$ cat src/rtl/mem_arbiter.sv
// mem_arbiter: two-port data memory arbiter with a single registered read-response slot.
// Define MEM_ARB_ROUND_ROBIN_EN for round-robin contention; fixed priority to port 0 otherwise.
module mem_arbiter #(
   parameter int ADDR_W = 32,
   parameter int DATA_W = 32
) (
   input  logic              clk,
   input  logic              rst,
   input  logic              req_0,
   input  logic              req_1,
   input  logic              we_0,
   input  logic              we_1,
   input  logic [ADDR_W-1:0] addr_0,
   input  logic [ADDR_W-1:0] addr_1,
   input  logic [DATA_W-1:0] wdata_0,
   input  logic [DATA_W-1:0] wdata_1,
   output logic              gnt_0,
   output logic              gnt_1,
   output logic              rvalid_0,
   output logic              rvalid_1,
   output logic [DATA_W-1:0] rdata,
   output logic              mem_req,
   output logic              mem_we,
   output logic [ADDR_W-1:0] mem_addr,
   output logic [DATA_W-1:0] mem_wdata,
   input  logic [DATA_W-1:0] mem_rdata
);
   logic last_q, last_d, pend_q, pend_d, pid_q, pid_d, pick_1;
   always_comb begin
`ifdef MEM_ARB_ROUND_ROBIN_EN
      pick_1 = (req_0 & req_1) ? ~last_q : req_1;
`else
      pick_1 = ~req_0 & req_1;
`endif
      gnt_0 = ~rst & req_0 & ~pick_1;
      gnt_1 = ~rst & req_1 & pick_1;
      mem_req = gnt_0 | gnt_1;
      mem_we = gnt_0 ? we_0 : gnt_1 ? we_1 : 1'b0;
      mem_addr = gnt_0 ? addr_0 : gnt_1 ? addr_1 : '0;
      mem_wdata = gnt_0 ? wdata_0 : gnt_1 ? wdata_1 : '0;
      pend_d = mem_req & ~mem_we;
      pid_d = gnt_1;
      last_d = mem_req ? gnt_1 : last_q;
      // Gate with rst so a response pending across the reset edge is never seen.
      rvalid_0 = ~rst & pend_q & ~pid_q;
      rvalid_1 = ~rst & pend_q & pid_q;
      rdata = (rvalid_0 | rvalid_1) ? mem_rdata : '0;
   end
   always_ff @(posedge clk) begin
      if (rst) begin
         last_q <= 1'b1;
         pend_q <= 1'b0;
         pid_q  <= 1'b0;
      end else begin
         last_q <= last_d;
         pend_q <= pend_d;
         pid_q  <= pid_d;
      end
   end
endmodule

$ cat config.mk
export PLATFORM = sky130hd
export DESIGN_NAME = mem_arbiter
export DESIGN_NICKNAME = d
export VERILOG_FILES = /design/src/rtl/mem_arbiter.sv
export SDC_FILE = /design/constraint.sdc
export NUM_CORES = 1
export LEC_CHECK = 0
export ABC_CLOCK_PERIOD_IN_PS = 1550
export CORE_AREA = 2 2 105 107
export DETAILED_ROUTE_END_ITERATION = 10
export DIE_AREA = 0 0 107 109
export SYNTH_ARGS = -nofsm -noshare
export SYNTH_HDL_FRONTEND = slang
export SYNTH_SLANG_ARGS = --single-unit
export TNS_END_PERCENT = 5
$ cat constraint.sdc
create_clock -name clk -period 1.55 [get_ports clk]
set_input_delay 0.155 -clock clk [delete_from_list [all_inputs] [get_ports clk]]
set_output_delay 0.155 -clock clk [all_outputs]
set_load 0.005 [all_outputs]
# ---- Yosys cells after proc, flatten, opt, wreduce, memory -nomap -nowiden
# Index checks and enable logic that the tools add are counted.
dict set report op_classes {
  n_bitwise 16
  mux 7
}
# operator count
set ops {}
lappend ops {{two-way mux 32 bit} 5}
lappend ops {{bitwise AND 1 bit} 9}
lappend ops {{NOT 1 bit} 5}
lappend ops {{two-way mux 1 bit} 2}
lappend ops {{OR 1 bit} 2}
dict set report totals {
  input_bits 166
  regBits 2
  elab_cells 25
  output_inout_bits 102
}

# ---- Depth between registers and ports, before layout
dict set report depth {
  ltp_word 7
  depth_mapped 5
  depth_no_buf 2
}

# ---- Worst setup path after synthesis
# No wires, ideal clock.
dict set report synth_path {
  path_type {flip-flop to output port}
  startpoint {register pend_q}
  endpoint {output port rdata[10]}
  slack_ns 0.486
  path_stages_with_launch 4
  arrival_ns 0.909
  cell_sequence {dfxtp_1 nor2b_1 clkbuf_1 and2_1}
}
dict set report synth_via {
  elab_chain_len 4
  elab_cells_between_ends 5
}
# element line_no
set synth_rtl {}
lappend synth_rtl {{from (decl)} 28} ;# logic last_q, last_d, pend_q, pend_d, pid_q, pid_d, pick_1;
lappend synth_rtl {{from (signal assigned)} 56} ;# pend_q <= pend_d;
lappend synth_rtl {{bitwise AND 1 bit *} {45, 46}}
lappend synth_rtl {{bitwise AND 1 bit, on equally long branches} {45, 46}}
lappend synth_rtl {{OR 1 bit *} 47} ;# rdata = (rvalid_0 | rvalid_1) ? mem_rdata : '0;
lappend synth_rtl {{two-way mux 32 bit *} 47}
lappend synth_rtl {{to (decl)} 21} ;# output logic [DATA_W-1:0] rdata,
# Mark *: on every way between the ends. The rest lies on a longest branch, timed or not.

# ---- Final worst setup path
dict set report layout_path {
  startpoint {input port req_0}
  endpoint {output port mem_addr[2]}
}
dict set report layout_via {
  elab_chain_len 5
  elab_cells_between_ends 8
}
# element line_no
set layout_rtl {}
lappend layout_rtl {{from (decl)} 9} ;# input logic req_0,
lappend layout_rtl {{NOT 1 bit} 33} ;# pick_1 = ~req_0 & req_1;
lappend layout_rtl {{bitwise AND 1 bit} 33}
lappend layout_rtl {{bitwise AND 1 bit or NOT 1 bit (tied branches)} {36, 35}}
lappend layout_rtl {{two-way mux 32 bit or bitwise AND 1 bit (tied branches)} {39, 35}}
lappend layout_rtl {{two-way mux 32 bit *} 39} ;# mem_addr = gnt_0 ? addr_0 : gnt_1 ? addr_1 : '0;
lappend layout_rtl {{to (decl)} 24} ;# output logic [ADDR_W-1:0] mem_addr,
# Marked as above.

==> flow_summary_export.csv <==
group,metric,value,unit
placement,place.port_buffers,267,
outcome,violations,"negative setup slack",
flow_run,cap_viol_max_count,0,
cts,clk_path_buf_depth,2,
cts,cts_root_buf,"clkbuf_8",
logic_synthesis,netlist_instances,136,
drt,dr_wl_met3,958,um
power_and_ir_drop,power.leakage,0.002141,uW
timing,fin_crit_sh,103.8,%
logic_synthesis,synth.ff_latch_count,2,
finish,diodes,0,
floorplan,fp-row-count,38,
finish,drive_gt1_share,10.70,%
logic_synthesis,ys_types,11,
timing,drv_slew,0,
timing,setup_tns,-1.351,ns
hold_path,worstHoldEndpoint,"pid_q$_SDFF_PP0_",
drt,first_iter_violations,126,
cts,numCtsBuffers,3,
timing,period_minus_slack,1.609,ns
timing,rsz0062_at_grt,"yes",
hold_path,hp-class,"primary input to flop",
setup_path,startpoint_type,"primary input",
placement,dpl_worst_slack,-0.5175,ns
floorplan,ios,268,
drt,drt_first_pass_iters,4,
logic_synthesis,avgSynthCellArea,7.986,um^2
timing,finalWorstSetupSlack,-0.05882,ns
setup_path,cp_max_fo,21,
floorplan,start_util,10.24,%
setup_path,slowest_delay,0.50,ns
finish,final_cell_mix,"clkdlybuf4s50_1 (194), a32o_1 (65), and2_1 (33)",
logic_synthesis,syn_area,1086,um^2
timing,fmax,621.6,MHz
finish,syn_to_final_growth,283.8,%
setup_path,end_kind,"output port",
finish,fin_util,39.31,%
finish,post-route-cell-area,4168,um^2
finish,nets,570,
timing,slew_headroom,87.27,%
cts,clk_pin_slew,0.03,ns
setup_path,worst_ep_required_time,1.39,ns
drt,wl_met2,4913,um
cts,cts_tree,"yes",
global_route,grt_pass1_wl,12920,um
setup_path,worstSetupPathType,"primary input to output port",
setup_path,crit_arrival,1.45,ns
outcome,status,"complete, but fails checks",
cts,htree_levels,1,
placement,place.gp.congestion,0.7650,
drt,ant_nets,0,
placement,dpl.hpwl,7294,um
floorplan,core,10600,um^2
floorplan,die_h,109,um
floorplan,die-area,11660,um^2
finish,layout_commonest_cell,"clkdlybuf4s50_1",
drt,drc,0,
global_route,track_usage,14.30,%
timing,hold_viol_final,0,
drt,avgRoutedWirePerCell,17.56,um
timing,setup_viol,30,
logic_synthesis,yosys_warnings,0,
timing,worst_pin_slew,0.1903,ns
power_and_ir_drop,vdd_ir_drop_max,0.1516,mV
drt,wl_met1,3322,um
placement,dpl-instance-area,3978,um^2
hold_path,min_from,"req_1",
drt,wl,9520,um
setup_path,slowest_stage,"clkdlybuf4s50_1",
hold_path,hold-path-cell-count,3,
global_route,grt_pass1_vias,2401,
setup_path,crit_buf_inv,3,
logic_synthesis,synth-seq-area-share,3.687,%
global_route,antenna_found_initial,0,
drt,dr.max_layer_used,"met4",
timing,whs,0.4668,ns
cts,numClockSinks,2,
drt,vias_per_cell,4.476,
floorplan,die_w,107,um
logic_synthesis,syn_nets,302,
drt,vias,2426,
global_route,grt_overflow,0,
setup_path,path_cells,"buf_2, nor2b_4, bufbuf_16, a32o_1, clkdlybuf4s50_1",
power_and_ir_drop,pwr_density_cell,295.6,nW/um^2
setup_path,path_delay_family,"buffers and inverters",
global_route,grt_max_degree,36,
cts,cts_hold_buf,0,
[metrics by stage]
stage / power [uW] / instances
floorplan: 281.5 / 136
global placement: 1019 / 528
detailed placement: 1025 / 528
CTS: 1250 / 540
global route: 1304 / 542
finish: 1232 / 542
[worst max-delay path by stage]
stage                       from      endpoint  slack [ns]  depth (start not counted)
6_report                   req_0   mem_addr[2]       -0.06                          5
5_1_grt                    req_0  mem_wdata[1]       -0.15                          5
4_1_cts        pend_q$_SDFF_PP0_      rdata[5]       -0.16                          4
3_5_place_dp                 rst     rdata[26]       -0.52                          6
3_3_place_gp               req_0   mem_addr[3]       -0.52                          5
2_1_floorplan  pend_q$_SDFF_PP0_     rdata[10]        0.49                          3
[repair_timing]
item / 4_1_cts / 5_1_grt
gates cloned: 4 / 0
endpoints found under the setup margin: 102 / 62
gates resized for setup: 54 / 58
pin swaps: 1 / 1
setup buffers: 5 / 2
[sequential cells by signal, summed over array words and instances (netlist names)]
name,cells
pend_q,1
pid_q,1
[cell families (layout without fill, tap and decap cells)]
logic type / count (synthesis) / after routing / share of synthesized area (%)
compound gates: 66 / 66 / 60.83
simple gates: 41 / 41 / 23.39
buf+inv: 27 / 293 / 12.10
flops: 2 / 2 / 3.687
[report_power, final]
group          internal (uW)  switching [uW]  leakage (uW)
registers               54.6           0.947     0.0000165
clock network            164            40.6     0.0000216
logic                    685             286       0.00210
total                    904             328       0.00214
[area by class of cell]
class / instances / area (um^2)
Clock buffer: 3 / 41.29
Fill cell: 1071 / 6435
Inverter: 2 / 7.507
Multi-Input combinational cell: 107 / 938.4
Sequential cell: 2 / 40.04
Tap cell: 140 / 175.2
Timing Repair Buffer: 288 / 2965
[routing by layer]
| metal | global-route usage, % | vias to the layer above |
|---|---|---|
| li1 | - | 1113 |
| met1 | 14.08 | 1125 |
| met2 | 28.16 | 173 |
| met3 | 3.885 | 15 |
| met4 | 5.751 | 0 |
| met5 | 0 | - |
[synthesized netlist by cell type]
cell type,count,area share [%]
dfxtp_1,2,3.7
and2_1,35,20
a32o_1,66,61
buf_2,9,4.1
nor2_2,1,0.58
buf_4,5,3.5
clkbuf_1,11,3.8
nor2b_2,1,0.81
inv_1,2,0.69
nor2_1,2,0.69
nor2b_1,2,1.2
Note: power is estimated with default switching activity, not from simulation.
